### src/rtl/counter_bank_n.sv
// Bank of NUM_CH tick-driven down-counters (one-shot, rate, square wave) with
// per-channel load/control registers and a registered readback of one channel.
module counter_bank_n #(
   parameter int NUM_CH = 3,
   parameter int WIDTH  = 32,
   parameter int CH_W   = 2
) (
   input  logic              clk,
   input  logic              rst,
   input  logic [NUM_CH-1:0] tick,
   input  logic              counter_we,
   input  logic              counter_reg,
   input  logic [CH_W-1:0]   counter_ch,
   input  logic [WIDTH-1:0]  counter_val,
   input  logic [CH_W-1:0]   rd_ch,
   output logic [WIDTH-1:0]  counter_out,
   output logic [NUM_CH-1:0] counter_OUT,
   output logic [NUM_CH-1:0] terminal
);

   localparam logic [WIDTH-1:0] ONE = WIDTH'(1);

   logic [WIDTH-1:0]  count  [NUM_CH];
   logic [WIDTH-1:0]  reload [NUM_CH];
   logic [1:0]        mode   [NUM_CH];
   logic [NUM_CH-1:0] en;
   logic [NUM_CH-1:0] tick_q;
   logic [NUM_CH-1:0] ev;
   logic [NUM_CH-1:0] wr_hit;
   logic [WIDTH-1:0]  rd_mux;

   // Rate and square modes idle high; one-shot (and its alias 3) idles low.
   function automatic logic init_level(input logic [1:0] m);
      return (m == 2'd1) || (m == 2'd2);
   endfunction

   assign ev = tick & ~tick_q;

   // Out-of-range channel numbers match no channel, so such writes and reads fall through.
   always_comb begin
      wr_hit = '0;
      rd_mux = '0;
      for (int i = 0; i < NUM_CH; i++) begin
         if (counter_we && (counter_ch == CH_W'(i))) wr_hit[i] = 1'b1;
         if (rd_ch == CH_W'(i)) rd_mux = count[i];
      end
   end

   always_ff @(posedge clk) begin
      if (rst) begin
         tick_q      <= '0;
         en          <= '0;
         counter_OUT <= '0;
         terminal    <= '0;
         counter_out <= '0;
         for (int i = 0; i < NUM_CH; i++) begin
            count[i]  <= '0;
            reload[i] <= '0;
            mode[i]   <= 2'd0;
         end
      end else begin
         tick_q      <= tick;
         counter_out <= rd_mux;
         terminal    <= '0;
         for (int i = 0; i < NUM_CH; i++) begin
            if (wr_hit[i]) begin
               if (counter_reg) begin
                  en[i]          <= counter_val[0];
                  mode[i]        <= counter_val[2:1];
                  counter_OUT[i] <= init_level(counter_val[2:1]);
               end else begin
                  reload[i]      <= counter_val;
                  count[i]       <= counter_val;
                  counter_OUT[i] <= init_level(mode[i]);
               end
            end else begin
               // The rate-mode low pulse lasts one clock; an event cannot recur on the next clock.
               if ((mode[i] == 2'd1) && !counter_OUT[i]) counter_OUT[i] <= 1'b1;
               if (en[i] && ev[i]) begin
                  case (mode[i])
                     2'd1: begin
                        if (count[i] > ONE) begin
                           count[i] <= count[i] - ONE;
                        end else begin
                           count[i]       <= reload[i];
                           counter_OUT[i] <= 1'b0;
                           terminal[i]    <= 1'b1;
                        end
                     end
                     2'd2: begin
                        if (count[i] > ONE) begin
                           count[i] <= count[i] - ONE;
                        end else begin
                           count[i]       <= reload[i];
                           counter_OUT[i] <= ~counter_OUT[i];
                           terminal[i]    <= 1'b1;
                        end
                     end
                     default: begin
                        if (count[i] > ONE) begin
                           count[i] <= count[i] - ONE;
                        end else if (count[i] == ONE) begin
                           count[i]       <= '0;
                           counter_OUT[i] <= 1'b1;
                           terminal[i]    <= 1'b1;
                        end else if (!counter_OUT[i]) begin
                           counter_OUT[i] <= 1'b1;
                           terminal[i]    <= 1'b1;
                        end
                     end
                  endcase
               end
            end
         end
      end
   end

endmodule
### config.mk
export PLATFORM = sky130hd
export DESIGN_NAME = counter_bank_n
export DESIGN_NICKNAME = d
export VERILOG_FILES = /design/src/rtl/counter_bank_n.sv
export SDC_FILE = /design/constraint.sdc
export NUM_CORES = 1
export LEC_CHECK = 0
export ABC_CLOCK_PERIOD_IN_PS = 5100
export CORE_AREA = 3 3 195 197
export CTS_CLUSTER_DIAMETER = 100
export DETAILED_ROUTE_END_ITERATION = 10
export DIE_AREA = 0 0 198 200
export HOLD_SLACK_MARGIN = 0.03
export MAX_ROUTING_LAYER = met4
export PLACE_DENSITY = 0.61
export SLEW_MARGIN = 5
export SYNTH_ARGS = -nofsm -noshare
export SYNTH_HDL_FRONTEND = slang
export SYNTH_SLANG_ARGS = --single-unit
### constraint.sdc
create_clock -name clk -period 5.1 [get_ports clk]
set_clock_uncertainty 0.15 [all_clocks]
set_input_delay 1.02 -clock clk [delete_from_list [all_inputs] [get_ports clk]]
set_output_delay 1.02 -clock clk [all_outputs]
set_load 0.005 [all_outputs]
Word level (Yosys, flattened, before mapping)

Memories as Yosys holds them, arrays and structs flattened.
Index checks and enable logic that the tools add are counted.

Input port bits: 43
Flip-flop bits (word level): 44
Logic and storage cells: 294
Output and inout bits: 38
Memories kept: 3
Bits in writable memories: 198

Memories:

| memory | words | bits a word | rd ports | clocked after memory_dff | write ports | line | RTL |
|---|---|---|---|---|---|---|---|
| count  | 3     | 32          | 3        | 0                        | 3           | 23   | `logic [WIDTH-1:0] count [NUM_CH];` |
| reload | 3     | 32          | 3        | 0                        | 3           | 24   | `logic [WIDTH-1:0] reload [NUM_CH];` |
| mode   | 3     | 2           | 3        | 0                        | 3           | 25   | `logic [1:0] mode [NUM_CH];` |

Add/sub/neg operators: 3
Reductions and logical operators: 27
$lt $le $gt $ge: 3
Bitwise operators: 35
Equal/unequal tests: 15
Mux-type cells: 199

Operators with widths:

| cell                                                  | number |
|---|---|
| two-way mux 32 bit                                    | 27 |
| two-way mux 1 bit                                     | 166 |
| equality test 32 x 1 -> 1 bit (second input constant) | 3 |
| > comparator 32 x 1 -> 1 bit (second input constant)  | 3 |
| subtractor 32 x 1 -> 32 bit (second input constant)   | 3 |
| bitwise OR 1 bit                                      | 27 |
| equality test 2 x 1 -> 1 bit (second input constant)  | 6 |
| equality test 2 bit (second input constant)           | 6 |
| logical AND 1 bit                                     | 9 |
| OR reduction 3 bit                                    | 3 |
| two-way mux 2 bit                                     | 3 |
| NOT 1 bit                                             | 6 |
| one-hot mux 1 bit (2 select lines)                    | 3 |
| AND reduction 2 bit                                   | 3 |
| OR reduction 2 bit                                    | 3 |
| zero test 2 bit                                       | 2 |
| logical OR 1 bit                                      | 4 |
| bitwise AND 3 bit                                     | 1 |
| zero test 1 bit                                       | 3 |
| NOT 3 bit                                             | 1 |

Longest topological paths before layout

Depth after elaboration: 13
Depth in mapped cells: 10
Depth with buffers taken out: 8

Worst setup path after synthesis

No wires, ideal clock.

Path kind: input to register
From: input counter_ch[1]
To: memory count[0][0], enable pin
Data required time: 4.561 ns
Data arrival time: 3.301 ns
Stages on the path: 4
Library setup time: 0.389 ns
Setup slack: 1.259 ns
Path buffers: 0
Cell sequence: nor3b_1 a21o_1 nor2_1 nand2_1

RTL lines:

| what            | line | RTL |
|---|---|---|
| start, declared | 13   | `input logic [CH_W-1:0] counter_ch,` |
| end, declared   | 23   |  |

==> impl_metrics.toml <==
[synth]
synth_nets = 1213
async_reset_ff_share_pct = 0
synth_edf_count = 198
yosysWarnings = 0
syn-instance-count = 1158
synth_top_flop_cell = "edfxtp_1"
ys_seq_elements = 242
ys_types = 76
yosysSeqAreaShare_pct = 53.57
synth.cell_area_um2 = 12740
synth.avg_cell_area_um2 = 11.00

[route]
postRouteAntennaNets = 0
drtIter0Drc = 1089
remaining_drc_errors = 0
via_per_inst = 5.788
dr.pass1.iters = 6
drt_wl_total_um = 41450
wl_per_cell_um = 23.97
vias = 10008

[pwr]
p_leak_uw = 0.005393
peakVddDrop_mv = 0.2293
power.density_nw_per_um2 = 321.1
p_total_uw = 4840

[die]
die_y_um = 200
die_x_um = 198
initial_core_util_pct = 34.98
die_area_um2 = 39600
core-area_um2 = 36430
row_count = 70
io_pins = 81

[timing]
rsz0062_at_grt = "false"
finalWorstPathRequiredPeriod_ns = 4.049
fin_tns_setup_ns = 0
fmax_ghz = 0.2470
worst_slew_pin_slew_ns = 1.132
slew_viol_final = 0
relSlewSlack_pct = 24.55
fin_crit_sh_pct = 79.40
final_hold_viol_count = 0
finalSetupViolCount = 0

[worst_hold_path]
min_path_type = "reg2reg"

[cells_and_area]
insertedDiodeCount = 0
syn_to_final_growth_pct = 18.29
instances_no_fill = 1729
drive_gt1_share_pct = 11.82
fin_nets = 1295

[global_routing]
grt_max_degree = 44
antenna_found_initial = 0
gr-usage-all-layers_pct = 21.11
grt_pass1_wl_um = 61540
grt_pass1_vias = 9672
overflow = 0

[setup_path]
critPathCaptureType = "register"
cp.arrival_ns = 4.31
worstSetupPathType = "in2reg"
start_kind = "input pin"
worstPathMaxFanout = 17
cp.required_ns = 5.36

[clock_network]
cts_buffer_depth = 3
path_clk_slew_ns = 0.06
ctsRootBufferMaster = "clkbuf_16"
clk_latency_ns = 0.56
ctsResizeCount = 0
htree_levels = 1
cts_sinks = 242
cts_hold_buf = 0
post_cts_buffers = 0
cts_tree = "done"
cts_made_buffers = 28

[placement]
hpwl_um = 28350
io_buffers = 80
dp_cells = 1678
gp_congestion = 0.9426

[run_status]
outcome = "complete, no violations"

[flow_run]
maxCapViolations = 0
[state kept, by name (all words and copies together), names as in the netlist]
name	count
count	96
reload	96
counter_out	32
mode	6
counter_OUT	3
en	3
terminal	3
tick_q	3
[stage by stage]
step / instance area [µm²] / util, % / setup WS (ns) / hold slack [ns]
finish: 15070 / 41.37 / 1.051 / 0.3158
global route: 15070 / 41.37 / 0.8862 / 0.3638
CTS: 15070 / 41.37 / 1.116 / 0.3195
detailed placement: 14170 / 38.90 / 0.5847 / 0.3119
global placement: 14170 / 38.90 / 0.6584 / 0.3015
floorplan: 12740 / - / 1.259 / 0.2864
[Yosys cell counts, drive strengths merged, types with 32 or more instances]
library cell	number	area, µm²
dfxtp	44	880.8
a21oi	70	361.6
clkbuf	41	153.9
mux2	32	360.3
nor2	137	516.8
nor4	40	292.8
nor3	48	266.5
mux2i	38	380.4
xor2	51	446.7
and2	33	206.5
nand2	63	236.5
edfxtp	198	5946
[logic make-up after synthesis]
| family | share of synthesized area, % |
|---|---|
| AND/OR/NAND/NOR | 18.53 |
| flip-flops | 53.57 |
| AO/OA/AOI/OAI | 12.42 |
| buffers and inverters | 2.926 |
| XOR/XNOR | 5.567 |
| multiplexers | 5.812 |
| adder cells (fa/ha/maj) | 1.178 |
[power by group]
part | total, µW | switching, µW | leakage [µW] | internal [µW]
Sequential | 2370 | 96.8 | 0.00235 | 2270
Clock | 1990 | 831 | 0.000436 | 1160
Combinational | 486 | 285 | 0.00261 | 201
Total | 4840 | 1210 | 0.00539 | 3630
[final timing paths]
path,end,startpoint,depth (start not counted),slack (ns)
worst min-delay path,en[0],en[0],2,0.32
worst max-delay path,count[2][2],counter_ch[1],8,1.05
worst max register to register,count[2][2],count[2][16],7,1.11
worst min register to register,en[0],en[0],2,0.32
[area by class of cell]
| cell class | instances | area [µm²] |
|---|---|---|
| flip-flops and latches | 242 | 6827 |
| fillers | 3469 | 21360 |
| clock buffers | 44 | 822.0 |
| repair buffers | 123 | 1126 |
| multi-input cells | 827 | 5569 |
| inverters | 18 | 67.56 |
| clock inverters | 7 | 77.57 |
| well taps | 468 | 585.6 |
[worst max-delay path, stage by stage]
cell	delay [ns]
clkdlybuf4s50_1	0.57
and3b_1	0.31
nor4b_1	0.51
o31ai_1	0.18
and3_1	0.22
a21oi_2	0.89
buf_4	0.41
a22o_1	0.19
[placed cells by master (no fill, tap or decap), types with 7 or more instances in the layout]
cell	count
a211oi_1	11
a21oi_1	66
a222oi_1	12
a22o_1	29
a22oi_1	17
a32o_1	7
and2_1	33
buf_4	42
clkbuf_1	11
clkbuf_16	29
clkdlybuf4s50_1	78
dfxtp_1	44
edfxtp_1	198
ha_1	12
inv_1	18
mux2_2	26
mux2i_1	38
nand2_1	63
nand2b_1	8
nand3_1	20
nand3b_1	9
nand4_1	9
nor2_1	136
nor2b_1	9
nor3_1	44
nor4_1	34
o21ai_0	12
o22ai_1	21
or3_1	10
or4_1	8
xnor2_1	30
xor2_1	51
[layer usage]
metal | track usage [%] | vias up | share of wire [%]
met2 | 32.26 | 468 | 44
met4 | 8.073 | 0 | 4.1
li1 | - | 4542 | -
met5 | - | - | 0
met1 | 28.31 | 4909 | 43
met3 | 3.541 | 89 | 8.1
No activity file was read; power rests on OpenSTA's default activity.
